**src/rtl/keypad_scanner_pkg.sv**
```systemverilog
// keypad_pkg: shared types and helpers for the keypad scanner.
//   KEY_STAR / KEY_HASH : codes reported for the '*' and '#' keys
//   res_kind_e / scan_res_t : result of one full four-column scan
//   state_e             : press-tracking state machine states
//   key_map()           : (row, column) -> 4-bit key code
package keypad_pkg;

    localparam logic [3:0] KEY_STAR = 4'hE;
    localparam logic [3:0] KEY_HASH = 4'hF;

    typedef enum logic [1:0] {
        NONE  = 2'd0,
        KEY   = 2'd1,
        MULTI = 2'd2
    } res_kind_e;

    // code is forced to zero for NONE/MULTI so whole-struct compares are exact
    typedef struct packed {
        res_kind_e  kind;
        logic [3:0] code;
    } scan_res_t;

    typedef enum logic {
        IDLE    = 1'b0,
        PRESSED = 1'b1
    } state_e;

    function automatic logic [3:0] key_map(input logic [1:0] r, input logic [1:0] c);
        logic [3:0] k;
        case ({r, c})
            4'h0:    k = 4'h1;
            4'h1:    k = 4'h2;
            4'h2:    k = 4'h3;
            4'h3:    k = 4'hA;
            4'h4:    k = 4'h4;
            4'h5:    k = 4'h5;
            4'h6:    k = 4'h6;
            4'h7:    k = 4'hB;
            4'h8:    k = 4'h7;
            4'h9:    k = 4'h8;
            4'hA:    k = 4'h9;
            4'hB:    k = 4'hC;
            4'hC:    k = KEY_STAR;
            4'hD:    k = 4'h0;
            4'hE:    k = KEY_HASH;
            4'hF:    k = 4'hD;
            default: k = 4'h0;
        endcase
        return k;
    endfunction

endpackage

```
**src/rtl/keypad_scanner_if.sv**
```systemverilog
// keypad_scanner_if: keypad matrix lines plus the key/digit outputs.
//   row      : keypad rows, active-low (driven by the keypad)
//   col      : keypad columns, active-low, one-cold
//   key_code / key_valid / key_held : accepted key reporting
//   units..thousands : BCD entry digits for the display driver
// master = scanner side, slave = keypad/display side.
interface keypad_scanner_if;
    logic [3:0] row;
    logic [3:0] col;
    logic [3:0] key_code;
    logic       key_valid;
    logic       key_held;
    logic [3:0] units;
    logic [3:0] tens;
    logic [3:0] hundreds;
    logic [3:0] thousands;

    modport master (
        input  row,
        output col, key_code, key_valid, key_held,
        output units, tens, hundreds, thousands
    );

    modport slave (
        output row,
        input  col, key_code, key_valid, key_held,
        input  units, tens, hundreds, thousands
    );
endinterface

```
**src/rtl/keypad_scanner_digit_entry_reg.sv**
```systemverilog
// digit_entry_reg: four BCD entry digits updated by accepted key codes.
//   clk, rst_n : clock, async active-low reset
//   load_i     : one-cycle strobe, apply code_i
//   code_i     : key code (0-9 shift in, '*' clear, '#' backspace, A-D no-op)
//   units_o..thousands_o : registered digits
module digit_entry_reg
    import keypad_pkg::*;
(
    input  logic       clk,
    input  logic       rst_n,
    input  logic       load_i,
    input  logic [3:0] code_i,
    output logic [3:0] units_o,
    output logic [3:0] tens_o,
    output logic [3:0] hundreds_o,
    output logic [3:0] thousands_o
);

    logic [3:0] un_q, un_d, te_q, te_d, hu_q, hu_d, th_q, th_d;

    // entry rule: next digit values for the loaded code
    always_comb begin
        un_d = un_q;
        te_d = te_q;
        hu_d = hu_q;
        th_d = th_q;
        if (load_i) begin
            if (code_i <= 4'd9) begin
                th_d = hu_q;
                hu_d = te_q;
                te_d = un_q;
                un_d = code_i;
            end else if (code_i == KEY_STAR) begin
                th_d = 4'd0;
                hu_d = 4'd0;
                te_d = 4'd0;
                un_d = 4'd0;
            end else if (code_i == KEY_HASH) begin
                un_d = te_q;
                te_d = hu_q;
                hu_d = th_q;
                th_d = 4'd0;
            end else begin
                un_d = un_q;
            end
        end else begin
            un_d = un_q;
        end
    end

    // digit registers
    always_ff @(posedge clk or negedge rst_n) begin
        if (!rst_n) begin
            un_q <= 4'd0;
            te_q <= 4'd0;
            hu_q <= 4'd0;
            th_q <= 4'd0;
        end else begin
            un_q <= un_d;
            te_q <= te_d;
            hu_q <= hu_d;
            th_q <= th_d;
        end
    end

    assign units_o     = un_q;
    assign tens_o      = te_q;
    assign hundreds_o  = hu_q;
    assign thousands_o = th_q;

endmodule

```
**src/rtl/keypad_scanner.sv**
```systemverilog
// keypad_scanner: 4x4 matrix keypad scanner with scan-level debounce.
//   clk, rst_n : clock, async active-low reset
//   bus        : keypad_scanner_if.master (row in; col, key report, digits out)
// Params: SCAN_DIV cycles per column slot (>=2), DEBOUNCE_SCANS identical
// consecutive scans needed to accept a press or a release (>=1).
module keypad_scanner
    import keypad_pkg::*;
#(
    parameter int SCAN_DIV       = 50000,
    parameter int DEBOUNCE_SCANS = 4
) (
    input  logic              clk,
    input  logic              rst_n,
    keypad_scanner_if.master  bus
);

    localparam int             DW       = $clog2(SCAN_DIV);
    localparam int             CW       = $clog2(DEBOUNCE_SCANS + 1);
    localparam logic [DW-1:0]  DIV_LAST = DW'(SCAN_DIV - 1);
    localparam logic [CW-1:0]  CNT_MAX  = CW'(DEBOUNCE_SCANS);

    logic [3:0]    row_meta_q, row_sync_q;
    logic [DW-1:0] div_q, div_d;
    logic [1:0]    idx_q, idx_d;
    logic [3:0]    col_q, col_d;
    logic [1:0]    hits_q, hits_d, hits_s;
    logic [3:0]    code_acc_q, code_acc_d, code_s;
    scan_res_t     res_s, last_res_q, last_res_d;
    logic [CW-1:0] cnt_q, cnt_d;
    logic          done_q, done_d;
    state_e        state_q, state_d;
    logic [3:0]    key_code_q, key_code_d;
    logic          key_valid_q, key_valid_d;
    logic          key_held_q, key_held_d;
    logic          load_s, stable_s;

    // closures seen so far this scan, including the current column's rows;
    // column 0 starts a fresh accumulation, hit count saturates at 2
    always_comb begin
        hits_s = (idx_q == 2'd0) ? 2'd0 : hits_q;
        code_s = (idx_q == 2'd0) ? 4'd0 : code_acc_q;
        for (int r = 0; r < 4; r++) begin
            if (!row_sync_q[r]) begin
                if (hits_s != 2'd2) begin
                    hits_s = hits_s + 2'd1;
                end else begin
                    hits_s = hits_s;
                end
                code_s = key_map(2'(r), idx_q);
            end else begin
                code_s = code_s;
            end
        end
        case (hits_s)
            2'd0:    res_s = '{kind: NONE,  code: 4'h0};
            2'd1:    res_s = '{kind: KEY,   code: code_s};
            default: res_s = '{kind: MULTI, code: 4'h0};
        endcase
    end

    // column divider, accumulation and scan-end debounce counter
    always_comb begin
        div_d      = div_q;
        idx_d      = idx_q;
        col_d      = col_q;
        hits_d     = hits_q;
        code_acc_d = code_acc_q;
        last_res_d = last_res_q;
        cnt_d      = cnt_q;
        done_d     = 1'b0;
        if (div_q == DIV_LAST) begin
            div_d      = '0;
            idx_d      = idx_q + 2'd1;
            col_d      = ~(4'b0001 << idx_d);
            hits_d     = hits_s;
            code_acc_d = code_s;
            if (idx_q == 2'd3) begin
                done_d     = 1'b1;
                last_res_d = res_s;
                if (res_s != last_res_q) begin
                    cnt_d = CW'(1);
                end else if (cnt_q != CNT_MAX) begin
                    cnt_d = cnt_q + CW'(1);
                end else begin
                    cnt_d = cnt_q;
                end
            end else begin
                done_d = 1'b0;
            end
        end else begin
            div_d = div_q + DW'(1);
        end
    end

    // done_q marks the cycle where last_res_q/cnt_q hold a fresh scan result
    assign stable_s = done_q && (cnt_q == CNT_MAX);

    // press/release FSM: one report per press, no rollover while pressed
    always_comb begin
        state_d     = state_q;
        key_code_d  = key_code_q;
        key_valid_d = 1'b0;
        key_held_d  = key_held_q;
        load_s      = 1'b0;
        case (state_q)
            IDLE: begin
                if (stable_s && (last_res_q.kind == KEY)) begin
                    state_d     = PRESSED;
                    key_code_d  = last_res_q.code;
                    key_valid_d = 1'b1;
                    key_held_d  = 1'b1;
                    load_s      = 1'b1;
                end else begin
                    state_d = IDLE;
                end
            end
            PRESSED: begin
                if (stable_s && (last_res_q.kind == NONE)) begin
                    state_d    = IDLE;
                    key_held_d = 1'b0;
                end else begin
                    state_d = PRESSED;
                end
            end
            default: begin
                state_d    = IDLE;
                key_held_d = 1'b0;
            end
        endcase
    end

    // synchronizer, scan and FSM registers
    always_ff @(posedge clk or negedge rst_n) begin
        if (!rst_n) begin
            row_meta_q  <= 4'b1111;
            row_sync_q  <= 4'b1111;
            div_q       <= '0;
            idx_q       <= 2'd0;
            col_q       <= 4'b1110;
            hits_q      <= 2'd0;
            code_acc_q  <= 4'd0;
            last_res_q  <= '{kind: NONE, code: 4'h0};
            cnt_q       <= '0;
            done_q      <= 1'b0;
            state_q     <= IDLE;
            key_code_q  <= 4'd0;
            key_valid_q <= 1'b0;
            key_held_q  <= 1'b0;
        end else begin
            row_meta_q  <= bus.row;
            row_sync_q  <= row_meta_q;
            div_q       <= div_d;
            idx_q       <= idx_d;
            col_q       <= col_d;
            hits_q      <= hits_d;
            code_acc_q  <= code_acc_d;
            last_res_q  <= last_res_d;
            cnt_q       <= cnt_d;
            done_q      <= done_d;
            state_q     <= state_d;
            key_code_q  <= key_code_d;
            key_valid_q <= key_valid_d;
            key_held_q  <= key_held_d;
        end
    end

    digit_entry_reg u_digits (
        .clk         (clk),
        .rst_n       (rst_n),
        .load_i      (load_s),
        .code_i      (last_res_q.code),
        .units_o     (bus.units),
        .tens_o      (bus.tens),
        .hundreds_o  (bus.hundreds),
        .thousands_o (bus.thousands)
    );

    assign bus.col       = col_q;
    assign bus.key_code  = key_code_q;
    assign bus.key_valid = key_valid_q;
    assign bus.key_held  = key_held_q;

endmodule

```
**src/flat_wrapper.sv**
```systemverilog
// flat-port wrapper written by rule: the top's interface ports become plain ports
module keypad_scanner_flat import keypad_pkg::*;
#(
    parameter int SCAN_DIV       = 50000,
    parameter int DEBOUNCE_SCANS = 4
)
  (clk, rst_n, bus_row, bus_col, bus_key_code, bus_key_valid, bus_key_held, bus_units, bus_tens, bus_hundreds, bus_thousands);
  keypad_scanner_if bus_i ();
  input  logic clk;
  input  logic rst_n;
  input wire logic [$bits(bus_i.row)-1:0] bus_row;
  output wire logic [$bits(bus_i.col)-1:0] bus_col;
  output wire logic [$bits(bus_i.key_code)-1:0] bus_key_code;
  output wire logic [$bits(bus_i.key_valid)-1:0] bus_key_valid;
  output wire logic [$bits(bus_i.key_held)-1:0] bus_key_held;
  output wire logic [$bits(bus_i.units)-1:0] bus_units;
  output wire logic [$bits(bus_i.tens)-1:0] bus_tens;
  output wire logic [$bits(bus_i.hundreds)-1:0] bus_hundreds;
  output wire logic [$bits(bus_i.thousands)-1:0] bus_thousands;
  assign bus_i.row = bus_row;
  assign bus_col = bus_i.col;
  assign bus_key_code = bus_i.key_code;
  assign bus_key_valid = bus_i.key_valid;
  assign bus_key_held = bus_i.key_held;
  assign bus_units = bus_i.units;
  assign bus_tens = bus_i.tens;
  assign bus_hundreds = bus_i.hundreds;
  assign bus_thousands = bus_i.thousands;
  keypad_scanner #(.SCAN_DIV(SCAN_DIV), .DEBOUNCE_SCANS(DEBOUNCE_SCANS)) u_core (.clk(clk), .rst_n(rst_n), .bus(bus_i));
endmodule
```
**config.mk**
```make
export PLATFORM = sky130hd
export DESIGN_NAME = keypad_scanner_flat
export DESIGN_NICKNAME = d
export VERILOG_FILES = /design/src/rtl/keypad_scanner_pkg.sv /design/src/rtl/keypad_scanner_if.sv /design/src/rtl/keypad_scanner_digit_entry_reg.sv /design/src/rtl/keypad_scanner.sv /design/src/flat_wrapper.sv
export SDC_FILE = /design/constraint.sdc
export NUM_CORES = 1
export LEC_CHECK = 0
export CORE_MARGIN = 4
export CORE_UTILIZATION = 60
export DETAILED_ROUTE_END_ITERATION = 6
export HOLD_SLACK_MARGIN = 0.02
export PLACE_DENSITY_LB_ADDON = 0.1
export SYNTH_ARGS = -nofsm -noshare
export SYNTH_HDL_FRONTEND = slang
export SYNTH_HIERARCHICAL = 1
export SYNTH_SLANG_ARGS = --single-unit
```
**constraint.sdc**
```tcl
create_clock -name clk -period 8.39 [get_ports clk]
set_input_delay 2.517 -clock clk [delete_from_list [all_inputs] [get_ports clk]]
set_output_delay 2.517 -clock clk [all_outputs]
set_load 0.005 [all_outputs]
```
==> reports/results.txt <==
Synthesized area: 3580 µm²
Synth async-reset ratio: 100%
Endpoints failing setup: 0
Utilization after layout: 72.5%
DR WL/cell: 15.5 µm
Post-CTS resize count: 0
Reg2reg end: u_core/cnt_q[0]
Xor and xnor area share after synthesis: 4.65%
Worst r2r src: u_core/idx_q[0]
Startpoint types: flop
Die W: 85.2 µm
Most common cell after layout, fill and taps aside: dfrtp_1
Tightest Hold Check Type: flop to flop
Leak Pwr: 1.75 nW
Most frequent cells in the layout: 58 x dfrtp_1, 38 x nand2_1, 32 x nor2_1
Clock Tree Root: clkbuf_8
Worst Skew: 0.0156 ns
Final Wtd Congestion: 0.877
VDD IR max: 108 µV
Fill cells: 425
Power Dens Cells: 156 nW/µm²
Die area: 7260 µm²
CP Class: flop to flop
Status: finished, final reports clean
Area grow syn2layout: 14.3%
Crit-path max FO: 13
Hold path cells: 0
Combinational share of power: 5.7%
I/O Buffers: 31
DP HPWL: 4870 µm
Net Sw Frac: 23.8%
Register share of total power: 53.3%
TritonCTS clock tree: done
Synth Area in Simple Gates: 16.2%
Hold_buf cts: 0
Crit path time final: 4.51 ns
Actual slew at the worst max-slew pin: 1.01 ns
Reg clk slew, reported paths: 0.07 ns
Die height: 85.2 µm
Routed wire length: 7050 µm
Slew Limit Headroom: 32.2%
Vias in the first global route: 2,543
Cells after synthesis: 352
Postcts setup bufs: 0
Post-Syn Area per Cell: 10.2 µm²
Cells after DPL: 441
Dpl cell area: 3900 µm²
Flop and latch count out of synthesis: 69
Clock tree buffer depth: 2
Adder-cell area share of the yosys netlist: 4.90%
Synthesized netlist net count: 372
TNS Setup: 0 ns
Post-synth cell types: 67
Sink Count: 69
FF-to-FF setup slack: 3.88 ns
Antenna-violating nets left: 0
Initial antenna violation count: 0
Nets: 400
Post-synth EDFFs: 0
Sequential area share after synthesis: 48.6%
Final Slew Violations: 0
Hold violation count in the final report: 0
Worst-Skew Late Latency: 0.34 ns
Hold endpoint: u_core/row_sync_q[3]
Num CTS Buffers: 9
Total grt overflow: 0
Pint: 0.486 mW
Core ar.: 5640 µm²
Period utilisation layout: 53.7%
Global-route wire length before repair: 12,200 µm
1st-pass router iterations: 4
Clock share of power: 40.9%
Post-synthesis mux area share: 2.48%
Vias per cell: 5.94
Drt drc: 0
RSZ-0062 raised after global routing: false
Main combinational cell family by area after synthesis: compound AO/OA/AOI/OAI gates
Via count: 2,707
Hold path start: u_core/row_meta_q[3]
Number of max-cap violations: 0
R2R depth: 18
Worst EP required: 8.61 ns
Layout cells sized above 1: 12.8%
1st-iter DRT viols: 208
Top_reg_cell synth: dfrtp_1
Final Instance Count excl. Fillers: 456
Max Clk Rate: 0.222 GHz
Arrival time at the worst endpoint: 4.72 ns
Row count: 27
Htree depth: 3
Compound-Gate Fraction of Synth Area: 19.7%
NetSw: 0.152 mW
GRT Overall Usage: 20.7%
Largest net degree at the start of global routing: 70
I/O Pins: 32
Initial core utilization: 63.4%
Final Cell Area: 4090 µm²
Endpoint class of the critical path: flop
Yosys warning total: 6
Antenna cells: 0
[logic make-up after synthesis]
group,Yosys count
simple gates,117
buf+inv,27
fa+ha+maj,14
flops,69
xor+xnor,19
compound gates,98
mux,8
[stage by stage]
step / total power, mW / setup slack [ns] / hold WS, ns
detailed placement: 0.383 / 3.92 / 0.347
global placement: 0.382 / 4.17 / 0.346
global route: 0.665 / 3.54 / 0.360
floorplan: 0.370 / 4.35 / 0.345
CTS: 0.642 / 3.90 / 0.357
finish: 0.638 / 3.88 / 0.353
[worst max path at each step]
stage	to	slack, ns	start	cells after the start
after floorplan	u_core/cnt_q[0]	4.35	u_core/idx_q[0]	19
after global placement	u_core/cnt_q[0]	4.17	u_core/idx_q[0]	18
after detailed placement	u_core/cnt_q[0]	3.92	u_core/idx_q[0]	18
after CTS	u_core/cnt_q[0]	3.90	u_core/idx_q[0]	18
after global routing	u_core/cnt_q[1]	3.54	u_core/idx_q[0]	18
final	u_core/cnt_q[0]	3.88	u_core/idx_q[0]	18
[cells in the mapped netlist, drive strengths merged (3+ instances only)]
library cell | count | share of area, %
and3 | 5 | 0.87
ha | 14 | 4.9
buf | 9 | 1.6
inv | 12 | 1.3
xor2 | 9 | 2.2
nor3b | 3 | 0.91
mux2 | 7 | 2.2
nor3 | 3 | 0.42
dfrtp | 58 | 41
a31oi | 4 | 1.1
nor2 | 33 | 3.5
nand2b | 7 | 1.2
a32o | 5 | 1.4
nor2b | 3 | 0.52
o211ai | 3 | 0.77
a21oi | 23 | 3.2
nand2 | 38 | 4.0
nand3 | 8 | 1.1
and2 | 4 | 0.70
a22oi | 9 | 1.9
o21bai | 4 | 0.84
o31ai | 5 | 1.4
o21ai | 26 | 4.1
dfstp | 11 | 8.1
o22ai | 3 | 0.70
xnor2 | 10 | 2.4
clkbuf | 6 | 0.63
[state kept, by name, indices dropped and copies added (netlist names), 4 cells and up]
signal and flops:
u_core/div_q 16, u_core/last_res_q 6, u_core/bus.col 4, u_core/bus.key_code 4
u_core/code_acc_q 4, u_core/row_meta_q 4, u_core/row_sync_q 4, u_core/u_digits/hundreds_o 4
u_core/u_digits/tens_o 4, u_core/u_digits/thousands_o 4, u_core/u_digits/units_o 4
[cell type report]
cell class	instances	area, µm²	area share, %
Clock buffer	9	124	3.03
Inverter	12	45.0	1.10
Clock inverter	6	65.1	1.59
Timing Repair Buffer	32	313	7.65
Tap cell	72	90.1	2.20
Sequential cell	69	1740	42.6
Multi-Input combinational cell	256	1710	41.9
[critical path, cell delays in order (launching register included)]
cell and delay, ns:
dfrtp_1 0.43, inv_1 0.19, ha_1 0.43, nand2b_1 0.21, ha_1 0.25, xnor2_1 0.18, o22ai_2 0.11, o311a_1 0.35
nor2_2 0.22, inv_1 0.10, ha_1 0.36, nor3b_1 0.51, o21ai_0 0.20, nand2_1 0.11, a31oi_1 0.06, a211oi_2 0.24
o211ai_2 0.14, nor3b_2 0.20, mux2i_1 0.09
[power groups by stage]
stage / logic, mW / registers (mW) / clock network [mW]
finish: 0.0365 / 0.340 / 0.261
global route: 0.0411 / 0.340 / 0.284
CTS: 0.0371 / 0.340 / 0.264
detailed placement: 0.0370 / 0.346 / 0
global placement: 0.0361 / 0.346 / 0
floorplan: 0.0268 / 0.343 / 0
[layer usage]
layer	share of wire (%)	track usage (%)
met5	0	0
met4	1.2	8.06
met3	4.7	3.88
met2	49	31.6
met1	45	29.4
(Power assumes the default switching activity.)
